--- config.mk ---
export PLATFORM = sky130hd
export DESIGN_NAME = bch_dec_seq
export DESIGN_NICKNAME = d
export VERILOG_FILES = /design/src/rtl/bch_pkg.sv /design/src/rtl/gf_mul.sv /design/src/rtl/bch_dec_seq.sv
export SDC_FILE = /design/constraint.sdc
export NUM_CORES = 1
export LEC_CHECK = 0
export CAP_MARGIN = 20
export CORE_MARGIN = 4
export CORE_UTILIZATION = 54
export CTS_BUF_LIST = sky130_fd_sc_hd__clkbuf_2
export DETAILED_ROUTE_END_ITERATION = 8
export PLACE_DENSITY = 0.79
export SLEW_MARGIN = 5
export SYNTH_ARGS = -nofsm -noshare
export SYNTH_HDL_FRONTEND = slang
export SYNTH_SLANG_ARGS = --single-unit
export TNS_END_PERCENT = 5
--- constraint.sdc ---
create_clock -name clk -period 3.2 [get_ports clk]
set_input_delay 0.32 -clock clk [delete_from_list [all_inputs] [get_ports clk]]
set_output_delay 0.32 -clock clk [all_outputs]
set_load 0.02 [all_outputs]
--- src/rtl/bch_pkg.sv ---
// Shared definitions for the double-error-correcting BCH decoder:
// default field/code sizes, FSM state encoding and GF(2^m) helpers.
package bch_pkg;

  localparam int unsigned M_DEF = 6;
  localparam int unsigned K_DEF = 32;
  localparam logic [6:0]  PRIM_POLY_DEF = 7'b1000011;

  // Widest field and codeword the helper functions are written for.
  localparam int unsigned GF_MW = 8;
  localparam int unsigned CW_MW = 255;

  typedef enum logic [2:0] {
    ST_IDLE,
    ST_SYN,
    ST_KEY,
    ST_CHIEN,
    ST_DONE
  } bch_state_e;

  // Multiply an element of GF(2^m) by alpha. The shifted-out x^m term is
  // cancelled by the x^m bit of the primitive polynomial.
  function automatic logic [GF_MW-1:0] gf_mul_alpha(
    input logic [GF_MW-1:0] a,
    input int unsigned      m,
    input logic [GF_MW:0]   poly
  );
    logic [GF_MW:0] t;
    t = {a, 1'b0};
    if (t[m]) t = t ^ poly;
    return t[GF_MW-1:0];
  endfunction

  // alpha^e in GF(2^m); intended for elaboration-time constants.
  function automatic logic [GF_MW-1:0] gf_alpha_pow(
    input int unsigned    e,
    input int unsigned    m,
    input logic [GF_MW:0] poly
  );
    logic [GF_MW-1:0] r;
    int unsigned      er;
    r  = GF_MW'(1);
    er = e % ((32'd1 << m) - 32'd1);
    for (int unsigned k = 0; k < er; k++) r = gf_mul_alpha(r, m, poly);
    return r;
  endfunction

  // r(alpha^p) for an n-bit received word; bit i is the x^i coefficient.
  // The running power depends only on constants, so this reduces to an
  // XOR network per syndrome bit.
  function automatic logic [GF_MW-1:0] gf_syndrome(
    input logic [CW_MW-1:0] cw,
    input int unsigned      n,
    input int unsigned      p,
    input int unsigned      m,
    input logic [GF_MW:0]   poly
  );
    logic [GF_MW-1:0] acc;
    logic [GF_MW-1:0] pw;
    acc = '0;
    pw  = GF_MW'(1);
    for (int unsigned i = 0; i < n; i++) begin
      if (cw[i]) acc = acc ^ pw;
      for (int unsigned j = 0; j < p; j++) pw = gf_mul_alpha(pw, m, poly);
    end
    return acc;
  endfunction

endpackage

--- src/rtl/gf_mul.sv ---
// Combinational GF(2^M) multiplier, shift-and-add reduced by PRIM_POLY.
module gf_mul
  import bch_pkg::*;
#(
  parameter int unsigned M         = M_DEF,
  parameter logic [M:0]  PRIM_POLY = PRIM_POLY_DEF
) (
  input  logic [M-1:0] a,
  input  logic [M-1:0] b,
  output logic [M-1:0] p
);

  logic [M-1:0] acc;
  logic [M-1:0] sh;

  // Accumulate a*alpha^i for every set bit i of b.
  always_comb begin
    acc = '0;
    sh  = a;
    for (int unsigned i = 0; i < M; i++) begin
      if (b[i]) acc = acc ^ sh;
      sh = {sh[M-2:0], 1'b0} ^ (sh[M-1] ? PRIM_POLY[M-1:0] : '0);
    end
    p = acc;
  end

endmodule

--- src/rtl/bch_dec_seq.sv ---
// Sequential double-error-correcting BCH decoder: syndromes, inversion-free
// error locator, then an N-cycle Chien search over every bit position.
module bch_dec_seq
  import bch_pkg::*;
#(
  parameter int unsigned M         = M_DEF,
  parameter int unsigned K         = K_DEF,
  parameter logic [M:0]  PRIM_POLY = PRIM_POLY_DEF,
  localparam int unsigned N        = K + 2*M
) (
  input  logic           clk,
  input  logic           rst_n,
  input  logic           in_valid,
  output logic           in_ready,
  input  logic [N-1:0]   in_cw,
  output logic           out_valid,
  input  logic           out_ready,
  output logic [K-1:0]   out_data,
  output logic [2*M-1:0] out_syn,
  output logic           out_err,
  output logic           out_sgl,
  output logic           out_dbl,
  output logic           out_unc
);

  localparam int unsigned    IW       = (N > 1) ? $clog2(N) : 1;
  localparam int unsigned    Q        = (32'd1 << M) - 32'd1;
  localparam logic [GF_MW:0] POLY_EXT = (GF_MW+1)'(PRIM_POLY);
  localparam logic [M-1:0]   AINV1    = M'(gf_alpha_pow(Q - 1, M, POLY_EXT));
  localparam logic [M-1:0]   AINV2    = M'(gf_alpha_pow(Q - 2, M, POLY_EXT));

  bch_state_e     state_q, state_d;
  logic [N-1:0]   cw_q, cw_d;
  logic [M-1:0]   s1_q, s1_d, s3_q, s3_d;
  logic [M-1:0]   l0_q, l0_d, l1_q, l1_d, l2_q, l2_d;
  logic           key_ph_q, key_ph_d;
  logic [M-1:0]   t1_q, t1_d, t2_q, t2_d;
  logic [IW-1:0]  idx_q, idx_d;
  logic [N-1:0]   mask_q, mask_d;
  logic [1:0]     cnt_q, cnt_d;
  logic           in_ready_q, in_ready_d;
  logic           out_valid_q, out_valid_d;
  logic [K-1:0]   out_data_q, out_data_d;
  logic [2*M-1:0] out_syn_q, out_syn_d;
  logic           out_err_q, out_err_d;
  logic           out_sgl_q, out_sgl_d;
  logic           out_dbl_q, out_dbl_d;
  logic           out_unc_q, out_unc_d;

  logic [M-1:0]   s1_c, s3_c, s1_sq, s1_cu, t1_nx, t2_nx;
  logic           root_hit;
  logic [1:0]     roots_want;

  gf_mul #(.M(M), .PRIM_POLY(PRIM_POLY)) u_sq (.a(s1_q),  .b(s1_q),  .p(s1_sq));
  gf_mul #(.M(M), .PRIM_POLY(PRIM_POLY)) u_cu (.a(s1_sq), .b(s1_q),  .p(s1_cu));
  gf_mul #(.M(M), .PRIM_POLY(PRIM_POLY)) u_t1 (.a(t1_q),  .b(AINV1), .p(t1_nx));
  gf_mul #(.M(M), .PRIM_POLY(PRIM_POLY)) u_t2 (.a(t2_q),  .b(AINV2), .p(t2_nx));

  // Syndrome evaluation of the captured word and Chien root detection.
  always_comb begin
    s1_c       = M'(gf_syndrome(CW_MW'(cw_q), N, 1, M, POLY_EXT));
    s3_c       = M'(gf_syndrome(CW_MW'(cw_q), N, 3, M, POLY_EXT));
    root_hit   = ((l0_q ^ t1_q ^ t2_q) == '0);
    roots_want = (l2_q == '0) ? 2'd1 : 2'd2;
  end

  // Next-state and registered-output logic for the decode sequence.
  // KEY takes two cycles: the first registers the locator, the second
  // chooses between the skip paths and the Chien search.
  always_comb begin
    state_d     = state_q;
    cw_d        = cw_q;
    s1_d        = s1_q;
    s3_d        = s3_q;
    l0_d        = l0_q;
    l1_d        = l1_q;
    l2_d        = l2_q;
    key_ph_d    = key_ph_q;
    t1_d        = t1_q;
    t2_d        = t2_q;
    idx_d       = idx_q;
    mask_d      = mask_q;
    cnt_d       = cnt_q;
    in_ready_d  = in_ready_q;
    out_valid_d = out_valid_q;
    out_data_d  = out_data_q;
    out_syn_d   = out_syn_q;
    out_err_d   = out_err_q;
    out_sgl_d   = out_sgl_q;
    out_dbl_d   = out_dbl_q;
    out_unc_d   = out_unc_q;

    unique case (state_q)
      ST_IDLE: begin
        if (in_valid) begin
          cw_d       = in_cw;
          in_ready_d = 1'b0;
          state_d    = ST_SYN;
        end
      end

      ST_SYN: begin
        s1_d     = s1_c;
        s3_d     = s3_c;
        key_ph_d = 1'b0;
        state_d  = ST_KEY;
      end

      ST_KEY: begin
        if (!key_ph_q) begin
          l0_d     = s1_q;
          l1_d     = s1_sq;
          l2_d     = s1_cu ^ s3_q;
          key_ph_d = 1'b1;
        end else if (s1_q == '0) begin
          out_valid_d = 1'b1;
          out_data_d  = cw_q[N-1:2*M];
          out_syn_d   = {s3_q, s1_q};
          out_err_d   = (s3_q != '0);
          out_unc_d   = (s3_q != '0);
          out_sgl_d   = 1'b0;
          out_dbl_d   = 1'b0;
          state_d     = ST_DONE;
        end else begin
          t1_d    = l1_q;
          t2_d    = l2_q;
          idx_d   = '0;
          mask_d  = '0;
          cnt_d   = '0;
          state_d = ST_CHIEN;
        end
      end

      ST_CHIEN: begin
        t1_d  = t1_nx;
        t2_d  = t2_nx;
        idx_d = idx_q + IW'(1);
        if (root_hit) begin
          mask_d[idx_q] = 1'b1;
          cnt_d         = (cnt_q == 2'd3) ? 2'd3 : cnt_q + 2'd1;
        end
        // The last position's hit is folded in from mask_d/cnt_d so the
        // verdict lands on the same edge that enters DONE.
        if (idx_q == IW'(N - 1)) begin
          out_valid_d = 1'b1;
          out_syn_d   = {s3_q, s1_q};
          out_err_d   = 1'b1;
          if (cnt_d == roots_want) begin
            out_data_d = cw_q[N-1:2*M] ^ mask_d[N-1:2*M];
            out_sgl_d  = (roots_want == 2'd1);
            out_dbl_d  = (roots_want == 2'd2);
            out_unc_d  = 1'b0;
          end else begin
            out_data_d = cw_q[N-1:2*M];
            out_sgl_d  = 1'b0;
            out_dbl_d  = 1'b0;
            out_unc_d  = 1'b1;
          end
          state_d = ST_DONE;
        end
      end

      ST_DONE: begin
        if (out_ready) begin
          out_valid_d = 1'b0;
          in_ready_d  = 1'b1;
          state_d     = ST_IDLE;
        end
      end

      default: begin
        state_d     = ST_IDLE;
        in_ready_d  = 1'b1;
        out_valid_d = 1'b0;
      end
    endcase
  end

  // State and output registers; reset discards any word in flight.
  always_ff @(posedge clk or negedge rst_n) begin
    if (!rst_n) begin
      state_q     <= ST_IDLE;
      cw_q        <= '0;
      s1_q        <= '0;
      s3_q        <= '0;
      l0_q        <= '0;
      l1_q        <= '0;
      l2_q        <= '0;
      key_ph_q    <= 1'b0;
      t1_q        <= '0;
      t2_q        <= '0;
      idx_q       <= '0;
      mask_q      <= '0;
      cnt_q       <= '0;
      in_ready_q  <= 1'b1;
      out_valid_q <= 1'b0;
      out_data_q  <= '0;
      out_syn_q   <= '0;
      out_err_q   <= 1'b0;
      out_sgl_q   <= 1'b0;
      out_dbl_q   <= 1'b0;
      out_unc_q   <= 1'b0;
    end else begin
      state_q     <= state_d;
      cw_q        <= cw_d;
      s1_q        <= s1_d;
      s3_q        <= s3_d;
      l0_q        <= l0_d;
      l1_q        <= l1_d;
      l2_q        <= l2_d;
      key_ph_q    <= key_ph_d;
      t1_q        <= t1_d;
      t2_q        <= t2_d;
      idx_q       <= idx_d;
      mask_q      <= mask_d;
      cnt_q       <= cnt_d;
      in_ready_q  <= in_ready_d;
      out_valid_q <= out_valid_d;
      out_data_q  <= out_data_d;
      out_syn_q   <= out_syn_d;
      out_err_q   <= out_err_d;
      out_sgl_q   <= out_sgl_d;
      out_dbl_q   <= out_dbl_d;
      out_unc_q   <= out_unc_d;
    end
  end

  assign in_ready  = in_ready_q;
  assign out_valid = out_valid_q;
  assign out_data  = out_data_q;
  assign out_syn   = out_syn_q;
  assign out_err   = out_err_q;
  assign out_sgl   = out_sgl_q;
  assign out_dbl   = out_dbl_q;
  assign out_unc   = out_unc_q;

endmodule

# ---- Word level (Yosys, flattened, before mapping)
# Cells that the tools add are included.
dict set report op_classes {
  n_reduce_logical 18
  n_eq_ne 16
  n_mux 180
  bitwise 127
  add_sub_neg 2
  n_lt_le_gt_ge 2
}
# op count
set ops {}
lappend ops {{6-bit two-way mux} 53}
lappend ops {{6-bit XOR} 36}
lappend ops {{44-bit two-way mux} 4}
lappend ops {{32-bit two-way mux} 4}
lappend ops {{5-bit two-way mux} 23}
lappend ops {{4-bit NOT} 23}
lappend ops {{44-bit one-hot mux with 2 select lines} 1}
lappend ops {{4-bit two-way mux} 16}
lappend ops {{32-bit one-hot mux with 2 select lines} 1}
lappend ops {{2-bit two-way mux} 30}
lappend ops {{3-bit NOT} 20}
lappend ops {{2-bit NOT} 24}
lappend ops {{44-bit bitwise OR} 1}
lappend ops {{12-bit two-way mux} 3}
lappend ops {{6-bit one-hot mux with 2 select lines} 3}
lappend ops {{5-bit NOT} 7}
lappend ops {{3-bit two-way mux} 11}
lappend ops {{32-bit XOR} 1}
lappend ops {{12-bit one-hot mux with 2 select lines} 1}
lappend ops {{1-bit two-way mux} 20}
lappend ops {{6-bit zero test} 3}
lappend ops {{3-bit one-hot mux with 5 select lines} 1}
lappend ops {{2-bit inequality test (second input constant)} 7}
lappend ops {{4-bit AND reduction} 3}
lappend ops {{other kinds (28)} 49}
dict set report totals {
  wordCells 367
  ff_bits 192
  output_inout_bits 50
}

# ---- Longest topological paths before layout
# Gate-level depths: netlist of the first run.
dict set report depth {
  word_depth 82
  depth_mapped 13
  ltp_nobuf 10
}

# ---- Hierarchy
# Synthesis of the first run repeated with hierarchy kept, for this count alone.
dict set report hier_totals {
  cells_unflattened 1273
  area_unflattened_um2 11748.8
}
# mod area_each_um2 seq_area_each_um2 cells_per_inst instances
set by_module_without_submodules {}
lappend by_module_without_submodules {bch_dec_seq 9551.7 4505.6 945 1}
lappend by_module_without_submodules {gf_mul 549.3 0.0 82 4}

# ---- Worst setup path after synthesis of the first run
# Ideal clock, no wire load.
dict set report synth_path {
  path_type {reg-to-reg}
  from {register s1_q[5]}
  to {register l2_q[2]}
  required_time_ns 3.066
  setup_ns 0.134
  arrival_ns 3.081
  stages_incl_launch_ff 13
  synth_period_minus_slack_ns 3.215
  setup_slack_ns -0.015
  cell_sequence {dfrtp_1 > clkbuf_1 > buf_1 > inv_1 > ha_1 > a21boi_0 > nor2_1 > xnor3_1 > nand2_1 > xor2_1 > xnor3_1 > xnor2_1 > o21ai_0}
}
dict set report synth_between {
  elab_chain_len 24
  word_cells_on_any_way 38
  classes_between {17 x mux; 21 x bitwise}
}
# item line
set synth_lines {}
lappend synth_lines {{from (decl)} bch_dec_seq.sv:34} ;# logic [M-1:0] s1_q, s1_d, s3_q, s3_d;
lappend synth_lines {{from (signal assigned)} bch_dec_seq.sv:184} ;# s1_q <= '0;
lappend synth_lines {{from (signal assigned)} bch_dec_seq.sv:206} ;# s1_q <= s1_d;
lappend synth_lines {{2-bit two-way mux} gf_mul.sv:22} ;# sh = {sh[M-2:0], 1'b0} ^ (sh[M-1] ? PRIM_POLY[M-1:0] : '0);
lappend synth_lines {{6-bit XOR} gf_mul.sv:22}
lappend synth_lines {{6-bit XOR} gf_mul.sv:21} ;# if (b[i]) acc = acc ^ sh;
lappend synth_lines {{6-bit two-way mux} gf_mul.sv:21}
lappend synth_lines {{6-bit XOR} gf_mul.sv:21}
lappend synth_lines {{6-bit two-way mux} gf_mul.sv:21}
lappend synth_lines {{6-bit XOR} gf_mul.sv:21}
lappend synth_lines {{6-bit two-way mux} gf_mul.sv:21}
lappend synth_lines {{[8 not listed]} n/a}
lappend synth_lines {{6-bit two-way mux} gf_mul.sv:21}
lappend synth_lines {{6-bit XOR} gf_mul.sv:21}
lappend synth_lines {{6-bit two-way mux} gf_mul.sv:21}
lappend synth_lines {{6-bit XOR} gf_mul.sv:21}
lappend synth_lines {{6-bit two-way mux} gf_mul.sv:21}
lappend synth_lines {{6-bit XOR} gf_mul.sv:21}
lappend synth_lines {{6-bit two-way mux *} gf_mul.sv:21}
lappend synth_lines {{6-bit XOR *} bch_dec_seq.sv:113} ;# l2_d = s1_cu ^ s3_q;
lappend synth_lines {{to (signal assigned)} bch_dec_seq.sv:210} ;# l2_q <= l2_d;
lappend synth_lines {{to (decl)} bch_dec_seq.sv:35} ;# logic [M-1:0] l0_q, l0_d, l1_q, l1_d, l2_q, l2_d;
# Every way passes the cells marked *; elsewhere a longest branch is shown, timed or not.
# A chain may end at the register's enable or synchronous reset.

# ---- Final worst setup path of the first run
dict set report layout_path {
  from {register t2_q[1]}
  to {register out_data_q[3] (netlist: out_data[3])}
}
dict set report layout_between {
  elab_chain_len 8
  word_cells_on_any_way 11
  classes_between {1 x eq/ne; 7 x mux; 2 x bitwise; 1 x reduce/logical}
}
# item line
set layout_lines {}
lappend layout_lines {{from (decl)} bch_dec_seq.sv:37} ;# logic [M-1:0] t1_q, t1_d, t2_q, t2_d;
lappend layout_lines {{from (signal assigned)} bch_dec_seq.sv:213} ;# t2_q <= t2_d;
lappend layout_lines {{6-bit XOR *} bch_dec_seq.sv:63} ;# root_hit = ((l0_q ^ t1_q ^ t2_q) == '0);
lappend layout_lines {{6-bit zero test *} bch_dec_seq.sv:63}
lappend layout_lines {{2-bit two-way mux or 44-bit two-way mux (tied branches)} bch_dec_seq.sv:138} ;# if (root_hit) begin
lappend layout_lines {{2-bit two-way mux or 44-bit two-way mux (tied branches)} bch_dec_seq.sv:93} ;# unique case (state_q)
lappend layout_lines {{2-bit == test or 32-bit XOR (tied branches)} {bch_dec_seq.sv:148, bch_dec_seq.sv:149}}
lappend layout_lines {{32-bit two-way mux *} bch_dec_seq.sv:148} ;# if (cnt_d == roots_want) begin
lappend layout_lines {{32-bit two-way mux *} bch_dec_seq.sv:144} ;# if (idx_q == IW'(N - 1)) begin
lappend layout_lines {{32-bit one-hot mux with 2 select lines *} bch_dec_seq.sv:93}
lappend layout_lines {{to (signal assigned)} bch_dec_seq.sv:219} ;# out_data_q <= out_data_d;
lappend layout_lines {{to (decl)} bch_dec_seq.sv:43} ;# logic [K-1:0] out_data_q, out_data_d;
# Every way passes the cells marked *; elsewhere a longest branch is shown, timed or not. The select of a mux whose other input is x is not followed.

==> flow_summary.json, run 1 <==
{
  "status": "completed",
  "drive_gt1_share_pct": 13.20,
  "die_w_um": 145.0,
  "overflow": 0,
  "dr_total_vias": 7614,
  "finalSetupTns_ps": 0,
  "r2r_start": "t2_q[1]",
  "maxSlewHeadroom_pct": 36.78,
  "synth_area_per_cell_sq_um": 9.731,
  "cts.htree.levels": 4,
  "synth_warnings": 0,
  "cts_setup_buffers": 0,
  "rsz0062_at_grt": "false",
  "synth.distinct_cells": 62,
  "period_share_pct": 95.63,
  "synthArstFlopShare_pct": 100.0,
  "cp_max_fo": 24,
  "rows": 49,
  "worstSetupPathType": "register to register",
  "r2r_end": "out_data[3]",
  "setup_viol": 0,
  "cp-end-kind": "register",
  "remaining_drc_errors": 0,
  "grt_max_degree": 74,
  "postRouteAntennaNets": 0,
  "fmaxAchievable_mhz": 326.8,
  "routed_wl_um": 25500,
  "dp.final_hpwl_um": 18740,
  "ys_seq_elements": 180,
  "first_pass_iters": 9,
  "via_per_inst": 5.599,
  "cts_tree": "done",
  "cap_violations": 0,
  "critPathLaunchType": "register",
  "yosys.area.top_type_share_pct": 44.18,
  "insertion_delay_ps": 830,
  "cts_sinks": 180,
  "reg2regPathDepth": 8,
  "synth_fp_nets": 1094,
  "synth_area_leader_cell": "dfrtp_1",
  "layout.nets": 1169,
  "syn_inst": 1042,
  "worstMarginPinSlew_ps": 941.1,
  "drt_iter0_markers": 819,
  "cts_buffers": 17,
  "root_buffer": "clkbuf_2",
  "hold_viol_final": 0,
  "fill_cells": 1497,
  "die_area_sq_mm": 0.02103,
  "clk_pin_slew_ps": 280,
  "synth_common_cells": "dfrtp_1, xnor2_1, nand2_1",
  "grtUsageTotal_pct": 24.34,
  "worst_ep_arrival_time_ps": 3790,
  "synth_edf_count": 0,
  "wl_per_cell_um": 18.75,
  "min_path_type": "input pin to async pin",
  "antenna_found_initial": 1,
  "period_needed_ps": 3060,
  "ys_seq_area_share_pct": 44.43,
  "rrSetupSlack_ps": 140,
  "synthTopCellsByArea": "dfrtp_1, xnor2_1, nand2_1, mux2_2, a21oi_1",
  "start_util_pct": 55.69,
  "dieHeight_um": 145.0,
  "synthFlopType": "dfrtp_1",
  "syn_area_sq_mm": 0.01014,
  "slew_viol_final": 0,
  "ios": 98,
  "finClkSkew_ps": 52.61,
  "clockBufferDepth": 2,
  "grt_pass1_wl_um": 41300,
  "core_sq_mm": 0.01821,
  "yosysMostFrequentCell": "dfrtp_1",
  "place_congestion": 0.9116,
  "grt_pass1_vias": 7722,
  "area_growth_pct": 14.88,
  "required_ps": 3930,
  "port_buffers": 97
}
## state kept, by name (all words and copies together), names as in the netlist, 2 cells and up
signal    flops
l1_q          6
idx_q         6
out_data     32
cw_q         44
state_q       3
s3_q          6
l2_q          6
t1_q          6
t2_q          6
l0_q          6
mask_q       32
out_syn      12
cnt_q         2
s1_q          6
## repair_timing
item	CTS	global route
endpoints found under the setup margin	0	3
endpoints found under the hold margin	74	0
hold buffers	1	0
resized for setup	0	3
## critical path: stages, from the launching register on
cell	delay (ps)
dfrtp_1	470
xnor3_1	380
nand4_1	80
or3_1	390
or4_1	490
o211a_2	380
nand2b_4	260
or3_1	370
a31oi_1	170
## metal layers
layer | track usage [%] | part of all wire [%] | up-vias
met5 | 0 | 0 | -
met4 | 8.646 | 3.1 | 0
met3 | 4.116 | 4.8 | 56
met2 | 41.08 | 49 | 243
met1 | 31.96 | 43 | 3695
li1 | - | - | 3620
## cells by family after synthesis
| kind of cell | Yosys count | synth area share (%) |
|---|---|---|
| compound gates | 183 | 10.39 |
| xor+xnor | 223 | 20.77 |
| fa+ha+maj | 4 | 0.4936 |
| buf+inv | 95 | 3.665 |
| flops | 180 | 44.43 |
| mux | 49 | 5.380 |
| simple gates | 308 | 14.87 |
## layout make-up
type	count	area [sq um]	area share, %
antenna	2	5.005	0.04296
multi-input combinational	767	5286	45.38
tap	229	286.5	2.460
clock inverter	14	145.1	1.246
clock buffer	17	85.08	0.7304
sequential	180	4506	38.68
timing repair buffer	129	1252	10.75
inverter	22	82.58	0.7089
## through the flow
step / instance area (sq um) / setup WS (ps) / std cells / hold WS [ps] / utilization [%]
global placement: 11380 / 270.0 / 1326 / 378.3 / 62.52
global route: 11650 / 0.5147 / 1360 / 27.07 / 63.97
detailed placement: 11380 / 210.6 / 1326 / 380.9 / 62.52
finish: 11650 / 139.9 / 1360 / 35.68 / 63.97
floorplan: 10140 / 113.6 / 1042 / 24.41 / -
CTS: 11620 / 145.8 / 1358 / 33.34 / 63.84
## worst max path at each step
stage	start	depth (start not counted)	endpoint	slack, ps
finish	t2_q[1]	8	out_data[3]	140
global placement	t2_q[1]	8	out_data[3]	270
floorplan	s1_q[5]	12	l2_q[2]	110
CTS	t2_q[1]	8	out_data[3]	150
detailed placement	s1_q[5]	9	l2_q[3]	210
global route	t2_q[1]	8	out_data[3]	0.5
## layout by cell type (no fill, tap or decap), types with 5 or more instances in the layout
cell	count
dfrtp_1	179
xnor2_1	170
nand2_1	164
clkdlybuf4s50_1	96
a21oi_1	72
nor2_1	57
mux2_2	44
o21ai_0	41
xor2_1	41
o21ai_1	32
nor3_2	30
buf_4	28
inv_1	22
clkbuf_2	17
nor3_1	13
xnor3_1	10
a222oi_1	10
nor2b_1	5
mux2i_1	5
Power of run 1 is left out: the tool's default activity adds up to more than one toggle a clock period on the data nets, which glitch-free logic cannot reach.
==> run 2: changes to the inputs <==
CORE_ASPECT_RATIO = 1.75   (was unset)
==> run 2 against run 1 <==
Compared with the run above:
- count of clock-buffer cells in the layout did not move
- global-route usage increased by 0.93 points
- sequential share of layout area about the same
- critical path depth increased by 2
- wire length increased by 2.5%
- utilization fell by 0.94 points
- sequential cell count stayed put
- die area increased by 0.41%
- maximum frequency rose by 3.9%
- cell count grew 0.59%
- first-iteration DRC count is 40% lower
- clock skew up 14 ps
- critical path type unchanged
- highest routed layer unchanged
==> flow_summary.json, run 2 (synthesized netlist as in run 1, its figures left out) <==
{
  "grtUsageMet1_pct": 28.75,
  "post_layout_nonfiller_instances": 1368,
  "slew_viol_final": 0,
  "final_cell_area_sq_mm": 0.01166,
  "worstMarginPinSlew_ps": 905.1,
  "cap_violations": 0,
  "cp-end-kind": "register",
  "place_congestion": 0.9475,
  "dieHeight_um": 189.3,
  "antenna_found_initial": 1,
  "worst_ep_arrival_time_ps": 3580,
  "drive_gt1_share_pct": 13.29,
  "clockBufferDepth": 2,
  "dr_total_vias": 7638,
  "grt_pass1_vias": 7775,
  "final_cell_mix": "dfrtp_1, xnor2_1, nand2_1",
  "die_w_um": 111.6,
  "hold_viol_final": 0,
  "ios": 98,
  "dpl-instance-area_sq_mm": 0.01136,
  "final_common_cell": "dfrtp_1",
  "grt_util_met2_pct": 45.89,
  "cp_slowest_stage_delay_ps": 460,
  "postRouteAntennaNets": 0,
  "rsz0062_at_grt": "false",
  "fmaxAchievable_mhz": 339.5,
  "multiInputGateArea_sq_mm": 0.005268,
  "core_sq_mm": 0.01850,
  "cts_buffers": 17,
  "cp_max_fo": 20,
  "required_ps": 3840,
  "r2r_start": "l0_q[3]",
  "worstSetupPathType": "register to register",
  "wl_per_cell_um": 19.11,
  "finalSetupTns_ps": 0,
  "port_buffers": 97,
  "critPathLaunchType": "register",
  "die_area_sq_mm": 0.02112,
  "via_per_inst": 5.583,
  "cp_slowest_cell": "dfrtp_1",
  "setup_viol": 0,
  "area_growth_pct": 14.99,
  "cp_cell_sequence": "xnor3_1, nand4_1, or3_1, buf_4, xnor2_1, o211a_2, buf_4, nor3_2, xnor2_1, o21ai_1",
  "maxSlewHeadroom_pct": 39.20,
  "root_buffer": "clkbuf_2",
  "finClkSkew_ps": 66.81,
  "min_path_type": "input pin to async pin",
  "clk_pin_slew_ps": 310,
  "dp.final_hpwl_um": 19870,
  "grt_max_degree": 85,
  "top_register": "cw_q",
  "status": "completed",
  "dp_cells": 1333,
  "grt_pass1_wl_um": 41700,
  "layout.nets": 1169,
  "drt_iter0_markers": 493,
  "cts_tree": "done",
  "cp-startpoint": "l0_q[3]",
  "overflow": 0,
  "grtUsageTotal_pct": 25.27,
  "rows": 66,
  "largest_reg_flops": 44,
  "cts.htree.levels": 4,
  "start_util_pct": 54.82,
  "busiest_layer": "met2",
  "insertion_delay_ps": 790,
  "remaining_drc_errors": 0,
  "period_share_pct": 92.05,
  "period_needed_ps": 2946,
  "fill_cells": 1528,
  "register_area_sq_mm": 0.004506,
  "first_pass_iters": 5,
  "grtUsageMet3_pct": 3.550,
  "routed_wl_um": 26140,
  "cts_sinks": 180
}
[run 2: changes by cell type in the layout (fill, tap and decap cells not counted), moves of 2 or more]
cell / delta
buf_4: +2
clkinv_8: -3
buf_12: -2
bufinv_16: +3
clkinv_4: -3
inv_6: +3
[run 2: metal layers]
metal  vias to the layer above  routed length, um
li1                       3613                  -
met4                         0               1269
met1                      3685               9563
met3                        65               1410
met5                         -                  0
met2                       275              13890
[run 2: area by class of cell]
type                            instances  area share [%]
Sequential cell                       180           38.64
Multi-Input combinational cell        767           45.18
Inverter                               22          0.7082
Clock buffer                           17          0.7297
Antenna cell                            1         0.02146
Timing Repair Buffer                  129           10.53
Clock inverter                         14           1.642
Tap cell                              238           2.554
[run 2: path summary, 6_finish.rpt]
path / endpoint / slack, ps / cells past startpoint
worst min-delay path: t1_q[4] / 80 / 2
max in group asynchronous: cw_q[0] / 2170 / 3
worst max-delay path: out_data[16] / 250 / 10
worst max register to register: out_data[16] / 250 / 10
min in group clk: state_q[0] / 90 / 3
worst min register to register: out_syn[10] / 520 / 2
[run 2: through the flow]
step / util, % / worst slack [ps] / hold slack (ps)
6_report: 63.03 / 254.3 / 78.82
5_1_grt: 63.03 / 7.724 / 52.84
4_1_cts: 62.94 / 181.9 / 37.59
3_5_place_dp: 61.39 / 257.5 / 400.0
3_3_place_gp: 61.39 / 255.8 / 396.1
2_1_floorplan: - / 113.6 / 24.41
[run 2: what timing repair did]
item                                   4_1_cts  5_1_grt
gates resized for setup                      0        1
buffers inserted                             0        2
hold buffers                                 1        0
endpoints found under the hold margin       74        0
setup endpoints to repair                    0        2
[run 2: critical path, delay by kind of cell, from the launching register on]
kind                      cells  cell delay, ps
xor gates and xnor gates      3             690
DFF                           1             460
and+or+nand+nor               3             500
buffers and inverters         2             600
AOI/OAI and AO/OA             2             530
Power of run 2 is left out for the same reason.
==> run 3: changes to the inputs <==
CAP_MARGIN = unset   (was 20)
==> results of run 3 <==
No change in the layout: final DEF, timing and power equal those of run 2.
Power of run 3 is left out for the same reason.
